File: config.mk
export PLATFORM = sky130hd
export DESIGN_NAME = cp0_exc_ctrl
export DESIGN_NICKNAME = d
export VERILOG_FILES = /design/src/rtl/cp0_pkg.sv /design/src/rtl/cp0_regfile.sv /design/src/rtl/cp0_exc_ctrl.sv
export SDC_FILE = /design/constraint.sdc
export NUM_CORES = 1
export LEC_CHECK = 0
export CORE_UTILIZATION = 40
export DETAILED_ROUTE_END_ITERATION = 8
export PLACE_DENSITY = 0.89
export SLEW_MARGIN = 20
export SYNTH_ARGS = -nofsm -noshare
export SYNTH_HDL_FRONTEND = slang
export SYNTH_SLANG_ARGS = --single-unit
File: constraint.sdc
create_clock -name clk -period 3.85 [get_ports clk]
set_input_delay 0.77 -clock clk [delete_from_list [all_inputs] [get_ports clk]]
set_output_delay 0.77 -clock clk [all_outputs]
set_load 0.01 [all_outputs]
File: src/rtl/cp0_pkg.sv
// cp0_pkg: shared CP0 register addresses, exception codes and FSM state encoding
package cp0_pkg;
   localparam logic [4:0] ADDR_STATUS = 5'd12;
   localparam logic [4:0] ADDR_CAUSE  = 5'd13;
   localparam logic [4:0] ADDR_EPC    = 5'd14;
   localparam logic [4:0] ADDR_EXCCNT = 5'd22;
   localparam logic [4:0] EXC_RI      = 5'd10;
   localparam logic [4:0] EXC_OV      = 5'd12;
   typedef enum logic [1:0] {
      ST_IDLE     = 2'd0,
      ST_FLUSH    = 2'd1,
      ST_REDIRECT = 2'd2
   } state_t;
endpackage

File: src/rtl/cp0_regfile.sv
// cp0_regfile: STATUS/CAUSE/EPC/EXCCNT storage with exception > eret > mtc0 write priority
module cp0_regfile
   import cp0_pkg::*;
#(
   parameter int                 DATA_W       = 32,
   parameter int                 CNT_W        = 16,
   parameter logic [DATA_W-1:0]  RESET_STATUS = '0
) (
   input  logic              clk,
   input  logic              rst_n,
   input  logic              i_exc,
   input  logic [4:0]        i_exc_code,
   input  logic [DATA_W-1:0] i_exc_epc,
   input  logic              i_eret,
   input  logic              i_we,
   input  logic [4:0]        i_addr,
   input  logic [DATA_W-1:0] i_wdata,
   output logic [DATA_W-1:0] o_rdata,
   output logic [DATA_W-1:0] o_epc,
   output logic              o_exl
);
   logic [1:0]        r_status;
   logic [4:0]        r_exccode;
   logic [DATA_W-1:0] r_epc;
   logic [CNT_W-1:0]  r_cnt;
   logic              w_unused;

   assign w_unused = ^RESET_STATUS[DATA_W-1:2];
   assign o_epc    = r_epc;
   assign o_exl    = r_status[1];

   // register updates; the caller guarantees at most one of exc/eret/we is set
   always_ff @(posedge clk or negedge rst_n) begin
      if (!rst_n) begin
         r_status  <= RESET_STATUS[1:0];
         r_exccode <= '0;
         r_epc     <= '0;
         r_cnt     <= '0;
      end else if (i_exc) begin
         r_exccode   <= i_exc_code;
         if (!r_status[1]) r_epc <= i_exc_epc;
         r_status[1] <= 1'b1;
         r_cnt       <= r_cnt + CNT_W'(~&r_cnt);
      end else if (i_eret) begin
         r_status[1] <= 1'b0;
      end else if (i_we) begin
         if (i_addr == ADDR_STATUS) r_status  <= i_wdata[1:0];
         if (i_addr == ADDR_CAUSE)  r_exccode <= i_wdata[6:2];
         if (i_addr == ADDR_EPC)    r_epc     <= i_wdata;
      end
   end

   // MFC0 read mux from registered state only
   always_comb begin
      o_rdata = (i_addr == ADDR_STATUS) ? {{(DATA_W-2){1'b0}}, r_status} :
                (i_addr == ADDR_CAUSE)  ? {{(DATA_W-7){1'b0}}, r_exccode, 2'b00} :
                (i_addr == ADDR_EPC)    ? r_epc :
                (i_addr == ADDR_EXCCNT) ? DATA_W'(r_cnt) : '0;
   end
endmodule

File: src/rtl/cp0_exc_ctrl.sv
// cp0_exc_ctrl: exception/ERET sequencer driving pipeline flush and fetch redirect
module cp0_exc_ctrl
   import cp0_pkg::*;
#(
   parameter int                 DATA_W       = 32,
   parameter int                 CNT_W        = 16,
   parameter logic [DATA_W-1:0]  RESET_STATUS = '0
) (
   input  logic              clk,
   input  logic              rst_n,
   input  logic              i_exc_req,
   input  logic [DATA_W-1:0] i_exc_cause,
   input  logic [DATA_W-1:0] i_exc_epc,
   input  logic [DATA_W-1:0] i_exc_vec,
   input  logic              i_eret,
   input  logic              i_mtc0_we,
   input  logic [4:0]        i_c0_addr,
   input  logic [DATA_W-1:0] i_c0_wdata,
   output logic [DATA_W-1:0] o_c0_rdata,
   output logic              o_flush,
   output logic              o_redirect_valid,
   input  logic              i_redirect_ready,
   output logic [DATA_W-1:0] o_redirect_pc,
   output logic              o_exl
);
   state_t            r_state;
   logic              r_flush;
   logic              r_valid;
   logic [DATA_W-1:0] r_pc;
   logic [DATA_W-1:0] w_epc;
   logic              w_idle;
   logic              w_unused;

   assign w_idle           = (r_state == ST_IDLE);
   assign w_unused         = ^i_exc_cause[DATA_W-1:5];
   assign o_flush          = r_flush;
   assign o_redirect_valid = r_valid;
   assign o_redirect_pc    = r_pc;

   cp0_regfile #(
      .DATA_W       (DATA_W),
      .CNT_W        (CNT_W),
      .RESET_STATUS (RESET_STATUS)
   ) u_regfile (
      .clk        (clk),
      .rst_n      (rst_n),
      .i_exc      (w_idle && i_exc_req),
      .i_exc_code (i_exc_cause[4:0]),
      .i_exc_epc  (i_exc_epc),
      .i_eret     (w_idle && i_eret && !i_exc_req),
      .i_we       (w_idle && i_mtc0_we && !i_exc_req && !i_eret),
      .i_addr     (i_c0_addr),
      .i_wdata    (i_c0_wdata),
      .o_rdata    (o_c0_rdata),
      .o_epc      (w_epc),
      .o_exl      (o_exl)
   );

   // IDLE -> FLUSH -> REDIRECT (held until accepted) -> IDLE; target latched on entry
   always_ff @(posedge clk or negedge rst_n) begin
      if (!rst_n) begin
         r_state <= ST_IDLE;
         r_flush <= 1'b0;
         r_valid <= 1'b0;
         r_pc    <= '0;
      end else begin
         case (r_state)
            ST_IDLE: if (i_exc_req || i_eret) begin
               r_pc    <= i_exc_req ? i_exc_vec : w_epc;
               r_flush <= 1'b1;
               r_state <= ST_FLUSH;
            end
            ST_FLUSH: begin
               r_valid <= 1'b1;
               r_state <= ST_REDIRECT;
            end
            ST_REDIRECT: if (i_redirect_ready) begin
               r_valid <= 1'b0;
               r_flush <= 1'b0;
               r_state <= ST_IDLE;
            end
            default: r_state <= ST_IDLE;
         endcase
      end
   end
endmodule

After elaboration in Yosys (flattened, before gate mapping)
Index checks and enable logic that the tools add are counted.
{ "word_totals": {"reg_bits": 91, "output_inout_bits": 67} }
{ "classes": {"add_sub_neg": 1, "n_eq_ne": 10, "mux": 25, "n_bitwise": 2, "n_reduce_logical": 27} }
{ "op_table": {"columns": ["cell", "n"], "rows": [
  ["2-to-1 mux 32 bit", 9],
  ["2-to-1 mux 5 bit", 4],
  ["adder 16 x 1 -> 16 bit", 1],
  ["2-to-1 mux 16 bit", 1],
  ["AND reduction 16 bit", 1],
  ["equality test 5 x 4 -> 1 bit (second input constant)", 3],
  ["nonzero test 2 bit", 5],
  ["2-to-1 mux 2 bit", 4],
  ["AND reduction 2 bit", 4],
  ["AND reduction 4 bit", 2],
  ["logical AND 1 bit", 6],
  ["one-hot mux 2 bit (3 select lines)", 1],
  ["AND reduction 3 bit", 2],
  ["nonzero test 3 bit", 2],
  ["equality test 5 bit (second input constant)", 1],
  ["2-to-1 mux 1 bit", 4],
  ["!= test 2 x 1 -> 1 bit (second input constant)", 2],
  ["!= test 2 bit (second input constant)", 2],
  ["one-hot mux 1 bit (2 select lines)", 2],
  ["logical NOT 1 bit", 3],
  ["equality test 2 x 1 -> 1 bit (second input constant)", 1],
  ["equality test 2 bit (second input constant)", 1],
  ["logical NOT 2 bit", 1],
  ["inverter 1 bit", 2],
  ["logical OR 1 bit", 1]
]} }

Logic depth before layout (Yosys ltp)
{ "depth": {"word_depth": 7, "depth_mapped": 8} }

Cells and area by module
Synthesis repeated with hierarchy kept, for this count alone.
{ "unflattened": {"hier_cells": 413, "hier_area_um2": 4735.8} }
{ "modules_own_cells": {"columns": ["mod", "instances", "cells_per_inst", "area_per_inst_um2", "seq_area_each_um2"], "rows": [
  ["cp0_regfile", 1, 290, 2951.6, 1376.3],
  ["cp0_exc_ctrl", 1, 123, 1784.2, 900.9]
]} }

Worst setup path after synthesis
Ideal clock, no wire load.
{ "synth_timing": {"path_kind": "input-to-output", "start": "input i_c0_addr[2]", "end": "output o_c0_rdata[4]", "arrival_ps": 1884, "slack_ps": 1196, "cell_stages": 5, "path_buffers": 1, "cell_sequence": "nand2_1 -> nor4b_2 -> clkbuf_1 -> a222oi_1 -> inv_1"} }
{ "synth_between": {"elab_chain_cells": 5, "elab_cells_between_ends": 8, "cone_classes": "eq/ne (4); mux (4)"} }
{ "synth_rtl": {"columns": ["item", "line_no", "text"], "rows": [
  ["from (decl)", "cp0_exc_ctrl.sv:17", "input logic [4:0] i_c0_addr,"],
  ["equality test 5 bit", "cp0_regfile.sv:58", "(i_addr == ADDR_EXCCNT) ? DATA_W'(r_cnt) : '0;"],
  ["2-to-1 mux 16 bit", "cp0_regfile.sv:58", null],
  ["2-to-1 mux 32 bit", "cp0_regfile.sv:57", "(i_addr == ADDR_EPC) ? r_epc :"],
  ["2-to-1 mux 32 bit", "cp0_regfile.sv:56", "(i_addr == ADDR_CAUSE) ? {{(DATA_W-7){1'b0}}, r_exccode, 2'b00} :"],
  ["2-to-1 mux 32 bit (*)", "cp0_regfile.sv:55", "o_rdata = (i_addr == ADDR_STATUS) ? {{(DATA_W-2){1'b0}}, r_status} :"],
  ["to (decl)", "cp0_exc_ctrl.sv:19", "output logic [DATA_W-1:0] o_c0_rdata,"]
]} }
Every way passes the cells marked *; elsewhere a longest branch is shown, timed or not.

Final worst setup path
{ "layout_timing": {"start": "input i_c0_addr[2]", "end": "output o_c0_rdata[2]"} }
The elaborated chain is that of the path after synthesis.

==> key figures <==
Run status
  • Status: finished clean

Critical path
  • Worst Setup End Kind: primary output
  • Data required, critical path: 3.08 ns
  • WS Path Type: in -> out
  • Worst Setup Start Kind: input pin
  • Critical path arrival: 2.81 ns
  • Worst-path fanout max: 14

STA
  • Final Cycle Share: 93.09%
  • # setup viols final: 0
  • Maximum clock rate: 279.0 MHz
  • Hold Violations, Final: 0
  • Crit path time final: 3.584 ns
  • Fin Setup TNS: 0 ns
  • RSZ-0062 raised after global routing: false
  • Slew Limit Headroom: 44.26%
  • Final Max Slew Viols: 0
  • Worst slew pin tran: 0.8361 ns
  • Worst Skew: 0.006710 ns

Synth
  • Syn Area/Cell: 11.22 sq um
  • Cell variety after synth: 36
  • Synth Area in Compound Gates: 8.253%
  • Main combinational cell family by area after synthesis: multiplexers
  • Synth Area in XOR/XNOR: 2.814%
  • YS warnings: 0
  • Post-Synth Adder-Cell Area: 0.5359%
  • Sequential fraction of the synthesis area: 48.77%
  • #FFs+latches synth: 91
  • Simple-gate share of the synthesized area: 12.22%
  • Syn Nets: 557
  • Cell count after synthesis: 416
  • Synth Cell Area: 4669 sq um
  • Mux contribution to synthesized area: 23.82%

GRT
  • Initial antenna violation count: 0
  • First-pass GRT wire length: 19.33 mm
  • Vias in the first global route: 4047
  • GRT Util Overall: 21.06%
  • Largest net degree at the start of global routing: 67
  • GRT overflow: 0

Final layout
  • Register area: 2277 sq um
  • Layout Nets: 731
  • Filler cells: 937
  • Share of layout cells above drive strength 1: 14.31%
  • Layout area overhead: 47.96%
  • ANT cells: 0
  • Area of the multi-input gates: 2262 sq um

Clock tree
  • Clock transition at the registers of the reported paths: 0.06 ns
  • Clock sink count: 91
  • Post-cts sizing count: 0
  • Clk buf depth: 2
  • CTS Buf Count: 9
  • Clock latency on the worst-skew pair: 0.33 ns
  • Post-cts hold buffer count: 0
  • Post-CTS Setup Inserts: 0
  • H-Tree Depth: 3
  • Root buf cell: clkbuf_16
  • CTS tree: done

Drt
  • # DRC: 0
  • Routed length per instance: 16.73 um
  • Routed vias/inst: 5.297
  • DR pass1 iterations: 5
  • Drt total wl: 12.33 mm
  • Vias: 3904
  • Drt initial violations: 221
  • Post-route ant nets: 0

Job
  • Max-cap violations: 0

Floorplanning
  • Chip Height: 110.0 um
  • Core area: 11420 sq um
  • Initial Utilization: 40.89%
  • # IOs: 206
  • Horiz. Die Dim: 110.0 um
  • Die area: 12110 sq um
  • Placement Rows: 39

Power and ir drop
  • Static leakage: 2.934 nW
  • Pwr Density: 600.8 nW/um^2
  • Max VDD drop: 0.0004334 V
  • Total power: 0.004151 W

Placement
  • HPWL after detailed placement: 9.085 mm
  • Routability cong.: 0.8031
  • PortBufs: 178

Min path
  • Worst min path class: reg -> reg
-- worst paths after layout --
check | startpoint | end | slack (ns) | cells past startpoint
setup / recovery | i_c0_addr[2] | o_c0_rdata[2] | 0.27 | 7
hold / removal | o_redirect_pc[8]$_DFFE_PN0P_ | o_redirect_pc[8]$_DFFE_PN0P_ | 0.48 | 2
setup reg to reg | r_state[0]$_DFFE_PN0P_ | u_regfile.o_epc[13]$_DFFE_PN0P_ | 1.71 | 5
hold reg to reg | o_redirect_pc[8]$_DFFE_PN0P_ | o_redirect_pc[8]$_DFFE_PN0P_ | 0.48 | 2
max in group asynchronous | rst_n | u_regfile.o_epc[20]$_DFFE_PN0P_ | 2.58 | 2
min in group asynchronous | rst_n | o_redirect_pc[9]$_DFFE_PN0P_ | 0.54 | 1
-- flip-flops by register name, indices dropped and copies added (netlist names) --
register             count
o_redirect_pc           32
u_regfile.r_exccode      5
o_flush                  1
u_regfile.o_epc         32
o_redirect_valid         1
u_regfile.r_cnt         16
u_regfile.r_status       2
r_state                  2
-- critical path, stage by stage --
cell and delay [ns]:
clkdlybuf4s50_1 0.48, nand2_1 0.11, nor4b_2 0.39, buf_4 0.30, a222oi_1 0.10, inv_1 0.11, clkdlybuf4s50_1 0.53
-- cell families after synthesis --
logic type                 count (synthesis)
xor gates and xnor gates                  15
AOI/OAI and AO/OA                         60
buffers and inverters                     34
muxes                                    103
DFF                                       91
adders and majority gates                  2
and+or+nand+nor                          111
-- cell usage in the layout, fill, tap and decap left out, types with 10 or more instances in the layout --
cell type	synthesis	final
nor2_1	12	12
nand2_1	51	51
clkdlybuf4s50_1	0	176
mux2i_1	38	38
buf_4	1	10
xnor2_1	10	10
dfrtp_1	91	91
mux2_2	52	52
mux2_1	13	13
o21ai_0	34	33
and2_1	19	19
-- cell usage after synthesis --
cell type	n	share of area [%]
mux2_2	52	13
nor4_1	2	0.27
a22oi_1	2	0.32
nor4_4	1	0.46
xor2_1	5	0.94
and3_1	3	0.40
o2bb2ai_2	1	0.32
nand2_1	51	4.1
o21ai_0	34	3.6
buf_4	1	0.16
mux2_1	13	3.1
ha_1	2	0.54
nand3b_1	1	0.16
inv_1	9	0.72
o2111a_1	1	0.24
nand2b_1	3	0.40
nor3b_1	1	0.16
a311o_1	1	0.21
a21oi_1	7	0.75
and2_1	19	2.5
nor4b_2	2	0.64
or3_4	1	0.24
buf_2	5	0.54
buf_6	4	0.96
nand3_1	7	0.75
nor2_2	1	0.13
clkbuf_1	15	1.2
a222oi_1	5	1.1
nor2_1	12	0.96
xnor2_1	10	1.9
nand4bb_1	1	0.24
a22o_1	9	1.7
dfrtp_1	91	49
nor3_1	2	0.21
mux2i_1	38	8.1
nand4_1	4	0.54
-- stage by stage --
| step | cell area (sq um) | hold WS, ns | cells | setup WS [ns] | util, % |
|---|---|---|---|---|---|
| 2_1_floorplan | 4669 | 0.4596 | 416 | 1.196 | - |
| 3_3_place_gp | 6614 | 0.4605 | 722 | 0.3345 | 57.92 |
| 3_5_place_dp | 6614 | 0.4691 | 722 | 0.2677 | 57.92 |
| 4_1_cts | 6909 | 0.4831 | 737 | 0.2664 | 60.51 |
| 5_1_grt | 6909 | 0.5020 | 737 | 0.1406 | 60.51 |
| 6_report | 6909 | 0.4799 | 737 | 0.2662 | 60.51 |
-- routing by layer --
layer	part of all wire [%]	up-vias	track usage (%)
met5	0	-	0
met4	1.5	0	7.714
met3	6.4	20	4.762
met2	49	170	36.47
met1	43	1896	25.59
li1	-	1818	-
-- layout make-up --
class	instances	area share [%]
timing repair buffer	188	26.95
multi-input combinational	291	32.74
clock buffer	13	3.767
inverter	9	0.4890
tap	143	2.590
sequential	91	32.96
clock inverter	2	0.5071
-- power breakdown --
group / internal [W] / total [W] / switching [W]
registers: 0.00137 / 0.00168 / 0.000309
logic: 0.000880 / 0.00158 / 0.000696
clock network: 0.000535 / 0.000893 / 0.000358
total: 0.00279 / 0.00415 / 0.00136
(Power assumes the default switching activity.)
